[src/rtl/collatz_seq.sv]
// Collatz sequence engine: loads n on go, iterates one step per clock
// until 1, tracking step count and peak, flagging zero/overflow/saturation.
module collatz_seq #(
  parameter int WIDTH  = 32,
  parameter int CWIDTH = 16
) (
  input  logic              clk,
  input  logic              reset,
  input  logic              go,
  input  logic [WIDTH-1:0]  n,
  output logic [WIDTH-1:0]  dout,
  output logic [CWIDTH-1:0] steps,
  output logic [WIDTH-1:0]  peak,
  output logic              busy,
  output logic              done,
  output logic              err
);

  typedef enum logic [1:0] {
    IDLE = 2'd0,
    RUN  = 2'd1,
    DONE = 2'd2
  } state_t;

  state_t              r_state;
  state_t              w_state_nxt;
  logic [WIDTH-1:0]    r_dout;
  logic [WIDTH-1:0]    w_dout_nxt;
  logic [CWIDTH-1:0]   r_steps;
  logic [CWIDTH-1:0]   w_steps_nxt;
  logic [WIDTH-1:0]    r_peak;
  logic [WIDTH-1:0]    w_peak_nxt;
  logic                r_err;
  logic                w_err_nxt;

  logic [WIDTH+1:0]    w_tri;
  logic                w_ovf;
  logic [WIDTH-1:0]    w_step;
  logic                w_sat;

  // 3n+1 carried in two extra bits so overflow is visible, never written back
  assign w_tri  = {2'b00, r_dout}
                + {1'b0, r_dout, 1'b0}
                + {{(WIDTH+1){1'b0}}, 1'b1};
  assign w_ovf  = |w_tri[WIDTH+1:WIDTH];
  assign w_step = r_dout[0] ? w_tri[WIDTH-1:0]
                            : {1'b0, r_dout[WIDTH-1:1]};
  assign w_sat  = &r_steps;

  always_comb begin
    w_state_nxt = r_state;
    w_dout_nxt  = r_dout;
    w_steps_nxt = r_steps;
    w_peak_nxt  = r_peak;
    w_err_nxt   = r_err;
    unique case (r_state)
      IDLE, DONE: begin
        if (go) begin
          w_state_nxt = RUN;
          w_dout_nxt  = n;
          w_peak_nxt  = n;
          w_steps_nxt = '0;
          w_err_nxt   = 1'b0;
        end
      end
      RUN: begin
        if (r_dout == '0) begin
          w_state_nxt = DONE;
          w_err_nxt   = 1'b1;
        end else if (r_dout == {{(WIDTH-1){1'b0}}, 1'b1}) begin
          w_state_nxt = DONE;
          w_err_nxt   = 1'b0;
        end else if (w_sat) begin
          w_state_nxt = DONE;
          w_err_nxt   = 1'b1;
        end else if (r_dout[0] && w_ovf) begin
          w_state_nxt = DONE;
          w_err_nxt   = 1'b1;
        end else begin
          w_dout_nxt  = w_step;
          w_steps_nxt = r_steps + {{(CWIDTH-1){1'b0}}, 1'b1};
          if (w_step > r_peak) begin
            w_peak_nxt = w_step;
          end
        end
      end
      default: begin
        w_state_nxt = IDLE;
      end
    endcase
  end

  always_ff @(posedge clk) begin
    if (reset) begin
      r_state <= IDLE;
      r_dout  <= '0;
      r_steps <= '0;
      r_peak  <= '0;
      r_err   <= 1'b0;
    end else begin
      r_state <= w_state_nxt;
      r_dout  <= w_dout_nxt;
      r_steps <= w_steps_nxt;
      r_peak  <= w_peak_nxt;
      r_err   <= w_err_nxt;
    end
  end

  assign dout  = r_dout;
  assign steps = r_steps;
  assign peak  = r_peak;
  assign busy  = (r_state == RUN);
  assign done  = (r_state == DONE);
  assign err   = r_err;

endmodule

[config.mk]
export PLATFORM = sky130hd
export DESIGN_NAME = collatz_seq
export DESIGN_NICKNAME = d
export VERILOG_FILES = /design/src/rtl/collatz_seq.sv
export SDC_FILE = /design/constraint.sdc
export NUM_CORES = 1
export LEC_CHECK = 0
export ABC_AREA = 1
export BUFFER_PORTS_ARGS = -buffer_cell sky130_fd_sc_hd__buf_2
export CAP_MARGIN = 40
export CORE_ASPECT_RATIO = 0.8
export CORE_MARGIN = 3
export CORE_UTILIZATION = 50
export DETAILED_ROUTE_END_ITERATION = 16
export PLACE_DENSITY_LB_ADDON = 0.2
export SLEW_MARGIN = 10
export SYNTH_ARGS = -nofsm -noshare
export SYNTH_HDL_FRONTEND = slang
export SYNTH_SLANG_ARGS = --single-unit
[constraint.sdc]
create_clock -name clk -period 7.7 [get_ports clk]
set_input_delay 1.54 -clock clk [delete_from_list [all_inputs] [get_ports clk]]
set_output_delay 1.54 -clock clk [all_outputs]
set_load 0.005 [all_outputs]
After elaboration in Yosys (flattened, before gate mapping):

Index checks and enable logic that the tools add are counted.

* flip-flop bits (word level): 83
* bits of input ports: 35
* output and inout bits: 83
* logic and storage cells: 61

* add/subtract/negate cells: 3
* $lt $le $gt $ge: 1
* equality and inequality tests: 10
* muxes and demuxes: 31
* reduce and logical (&&, ||, !) cells: 11

Operator list (count)
* $mux W32: 11
* $pmux W32 S2: 2
* $mux W16: 5
* $add A32 B33 Y34: 1
* $add A34 B1 Y34 const B: 1
* $eq A32 B1 Y1 const B: 1
* $gt A32 B32 Y1: 1
* $logic_not A32 Y1: 1
* $pmux W16 S2: 1
* $add A16 B1 Y16 const B: 1
* $reduce_and A16 Y1: 1
* $mux W2: 5
* $ne A2 B2 Y1 const B: 5
* $reduce_and A7 Y1: 1
* $reduce_and A6 Y1: 1
* $mux W1: 5
* $ne A5 B1 Y1 const B: 1
* $pmux W2 S2: 1
* $reduce_or A2 Y1: 2
* $reduce_and A3 Y1: 1
* $eq A2 B1 Y1 const B: 1
* $eq A2 B2 Y1 const B: 1
* $logic_not A2 Y1: 1
* $ne A2 B1 Y1 const B: 1
* 4 further kinds: 4

Depth between registers and ports, before layout:

* word-level depth: 10
* depth in mapped cells: 29
* mapped depth without buffers: 28

Least setup slack after synthesis:

No wires, ideal clock.

* kind: reg2reg
* from: register r_dout[0] (netlist: dout[0])
* to: register r_peak[10] (netlist: peak[10])
* library setup time: 0.113 ns
* arrival time: 3.708 ns
* required time: 7.587 ns
* setup slack: 3.879 ns
* stages on the path, launching flop included: 29
* buffers on the path: 3
* clock period less this slack: 3.821 ns
* cell sequence: dfxtp_1 > clkbuf_1 > inv_1 > clkbuf_1 > ha_1 > nand2_1 > nor2_1 > nand2_1 > nand3_1 > nand2_1 > nand2_1 > nand2_1 > nand2_1 > nand2_1 > nand3_1 > nand2_1 > ha_1 > nand2_1 > nor3_1 > inv_1 > nor2_1 > nand2_1 > nand2_1 > nand2_1 > a21oi_1 > clkbuf_1 > nand3_1 > nand2_1 > nor2_1

* longest elaborated chain between the ends: 9
* elaborated cells between the ends (all ways): 19
* those cells by class: add/sub (2); order compare (1); eq/ne (5); mux (7); reduce/logical (4)

Ends and longest elaborated chain
* from (decl): line 27 `logic [WIDTH-1:0] r_dout;`
* from (signal assigned): line 102 `r_dout <= w_dout_nxt;`
* branches (longest 9 deep; another with $add A32 B33 Y34)
* to (signal assigned): line 104 `r_peak <= w_peak_nxt;`
* to (decl): line 31 `logic [WIDTH-1:0] r_peak;`

Several ways; the timed one is not identified. The select of a mux whose other input is x is not followed.
A chain may end at the register's enable or synchronous reset.

Worst setup path after layout:

* from: register r_dout[17] (netlist: dout[17])
* to: register r_peak[6] (netlist: peak[6])

* longest elaborated chain between the ends: 6
* elaborated cells between the ends (all ways): 13
* those cells by class: add/sub (2); order compare (1); eq/ne (5); mux (1); reduce/logical (4)

Ends and longest elaborated chain
* $add A32 B33 Y34: line 43 `+ {1'b0, r_dout, 1'b0}`
* $add A34 B1 Y34: line 44 `+ {{(WIDTH+1){1'b0}}, 1'b1};`
* $mux W32 / $reduce_or A2 Y1 (equally long branches): line 46, 45
* $gt A32 B32 Y1 / $logic_and A1 B1 Y1 (equally long branches): line 82, 76
* $ne A2 B1 Y1 (no source line) / $ne A2 B2 Y1 (equally long branches)
* $reduce_and A7 Y1 (no source line) (*)

Every way passes the cells marked *; elsewhere a longest branch is shown, timed or not.

==> results by group <==
Detailed routing
  – DR pass1 iterations: 5
  – Routed Antenna Nets: 0
  – Per-cell routed wire length: about 15 µm
  – Drt drc: 0
  – Post-Route WL: 26000 µm
  – Via count: 8953
  – Vias per inst: between 5 and 6
  – DRT iter0 DRCs: about 700

Critical path
  – Worst endpoint required time: about 8 ns
  – Levels on crit path: 25
  – Setup crit end kind: flip-flop
  – Buf+Inv Stages, Crit Path: 3
  – Most used cell, CP: nand2_1
  – Slowest cell on the critical path: dfxtp_1
  – Worst setup SP type: flip-flop
  – CP arrival: 4.46 ns
  – Reg2reg start: dout[17]
  – Kind of critical path: reg -> reg
  – Capturing point of the worst reg2reg path: peak[6]
  – Crit path max-delay family: simple AND/OR/NAND/NOR gates
  – Worst Reg-to-Reg Cells: 25
  – Crit Path Max Fanout: 30
  – R2R Setup Slk: around 3.5 ns
  – Critical Path Max Stage Delay: about 0.56 ns

Synthesis
  – Mapped Nets: about 1500
  – Main combinational cell family by area after synthesis: simple AND/OR/NAND/NOR gates
  – Adder-cell share of the synthesized area: 0.133
  – Sequential-to-total area share from yosys stat: 0.204
  – Mean post-synth cell area: 5.84 µm²
  – Post-synthesis mux area share: 0.0111
  – Simple-gate share of the synthesized area: 0.415
  – Xor-xnor portion of the synthesized cell area: 0.0129
  – Synth Instances: between 1000 and 1500
  – Largest cells by area after synthesis: dfxtp_1, nand2_1, ha_1
  – Synth area leader: dfxtp_1
  – Synth cell count leaders: nand2_1, inv_1, nor2_1
  – Synthesis-stage register bit count: 83
  – Synth Warn #: 0
  – Mapped cell area: a little over 0.008 mm²
  – Compound-Gate Fraction of Synth Area: 0.0954
  – Ys flop type: dfxtp_1
  – Most common cell in the synthesized netlist: nand2_1
  – Synth top area share: 0.204
  – Yosys cell types: 35
  – Post-synth EDFFs: 0
  – Async S/R FF share, synth: 0

Flow run
  – Max cap viols: 0

Floorplan
  – Die X-Extent: between 100 and 150 µm
  – DIE AREA: between 0.015 and 0.02 mm²
  – Core footprint: 0.0159 mm²
  – FP Rows: 41
  – I/O Pins: 118
  – Initial Util: 0.513
  – Die Ht: ~120 µm

Placement
  – IO Port Bufs: about 120
  – Pre-CTS WS: 3.57 ns
  – Placer Congestion: between 1 and 1.5
  – DP HPWL: approximately 20000 µm

Clock tree
  – Clock buffer depth: 2
  – CTS tree: done
  – Clk slew on worst S/H paths: about 0.070 ns
  – CTS buffer count: 9
  – Post-CTS Hold Fix Bufs: 0
  – Post-CTS Resized: 0
  – Clk sinks: slightly above 80
  – Clock Latency Late Sink: about 0.35 ns
  – Setup repair bufs after CTS: 0
  – Clock Tree Root: clkbuf_16
  – H-tree lvl count: 3

Hold path
  – Hold path depth: 2
  – Hold Startpoint: err
  – Hold EP: err
  – Worst hold path type: reg -> reg

Global routing
  – Total GRT Usage: 0.292
  – Global-route wire length before repair: 41800 µm
  – Pin count of the biggest net entering global routing: slightly below 70
  – Initial antenna violation count: 0
  – Vias in the first global route: roughly 8000
  – GRT overflow: 0

Cells and area
  – Layout area overhead: 12.1%
  – Final #Nets: 1601
  – Share of layout cells above drive strength 1: 0.128
  – Ant diodes: 0

Pwr
  – Worst VDD drop: between 0.1 and 0.15 mV
  – Internal Power: ~1100 µW
  – Logic pwr share: 0.496
  – Sw frac: 0.457
  – Lkg Pwr: just over 0.005 µW
  – Share of power burned in registers: 0.292
  – Clk pwr share: 0.212
  – Switching pwr: just over 900 µW
  – Power per standard cell area: 221 mW/mm²

Timing
  – Setup ws final: 3.52 ns
  – Slew margin rel.: 0.446
  – RSZ-0062 raised after global routing: no
  – Setup TNS: 0 ns
  – Worst Max-Slew Pin Slew: ~0.83 ns
  – Crit path time final: 4.18 ns
  – Max Freq: ~240 MHz
  – Hold Fails Final Rpt: 0
  – Period utilization: 0.543
  – Max-slew violation count: 0
  – Clk_skew: 0.00838 ns
  – Setup violators final: 0

Status
  – Status: finished clean
registers in the layout (all words and copies together), names as in the netlist:
| register | count |
|---|---|
| r_state | 2 |
| peak | 32 |
| dout | 32 |
| err | 1 |
| steps | 16 |
power by group through the flow:
stage	logic, µW	registers [µW]	clock network (µW)
final	1000	589	428
after global routing	1140	598	448
after CTS	991	587	432
after detailed placement	985	596	0
after global placement	973	596	0
after floorplan	694	578	0
per-layer routing:
layer	wire, µm	vias up	share of wire	global-route usage
li1	-	4560	-	-
met1	12700	4000	0.49	0.452
met2	10400	367	0.40	0.412
met3	2440	26	0.094	0.0547
met4	429	0	0.017	0.0727
met5	0	-	0	0
worst reg2reg max path, stage by stage, from the launching register on:
cell,delay (ns)
dfxtp_1,0.56
inv_1,0.09
ha_1,0.39
nand2_1,0.10
nand2_1,0.09
o21bai_1,0.17
a21oi_1,0.29
nor2_1,0.08
nor2_1,0.14
nand2_1,0.07
nand2_1,0.06
nand3_1,0.10
and2_1,0.18
ha_1,0.26
nand2_1,0.08
nor3_1,0.19
inv_1,0.07
nor2_1,0.15
nand2_1,0.07
nand2_1,0.05
nand2_1,0.06
a21oi_2,0.15
nand2_2,0.11
inv_2,0.42
nor2_1,0.09
nor2_1,0.11
how the worst max path moves through the flow:
stage | to | slack (ns) | from
detailed placement | peak[29] | 3.57 | dout[0]
global placement | peak[22] | 3.57 | dout[0]
global route | peak[4] | 3.05 | dout[0]
finish | peak[6] | 3.52 | dout[17]
floorplan | peak[10] | 3.88 | dout[0]
CTS | peak[29] | 3.54 | dout[0]
area by class of cell:
class / instances / area [µm²]
fillers: 1682 / 6730
repair buffers: 125 / 666
multi-input cells: 1050 / 5440
clock buffers: 10 / 239
inverters: 211 / 792
flip-flops and latches: 83 / 1660
well taps: 215 / 269
clock inverters: 6 / 50.0
layout by cell type, fill, tap and decap left out, drive strengths merged, types with 5 or more instances in the layout:
cell type / instances
nand2: 432
inv: 211
nor2: 172
nand3: 142
buf: 125
a21oi: 88
ha: 85
dfxtp: 83
o21ai: 34
nand4: 17
or2: 15
nor3: 11
clkbuf: 10
mux2i: 9
nand3b: 8
o211ai: 8
xor2: 7
o21bai: 6
and2: 5
xnor2: 5
clkinv: 5
kinds of logic after synthesis:
kind of cell               Yosys count
and+or+nand+nor                    804
buffers and inverters              260
AOI/OAI and AO/OA                  139
adders and majority gates           86
DFF                                 83
xor gates and xnor gates            12
muxes                                9
per-stage QoR:
stage	hold WS, ns	instances	power [µW]	area [µm²]	util
after floorplan	0.446	1393	1270	8130	-
after global placement	0.470	1683	1570	8800	0.555
after detailed placement	0.477	1684	1580	8830	0.557
after CTS	0.493	1700	2010	9120	0.575
after global routing	0.519	1700	2180	9120	0.575
final	0.494	1700	2020	9120	0.575
(Power assumes the default switching activity.)
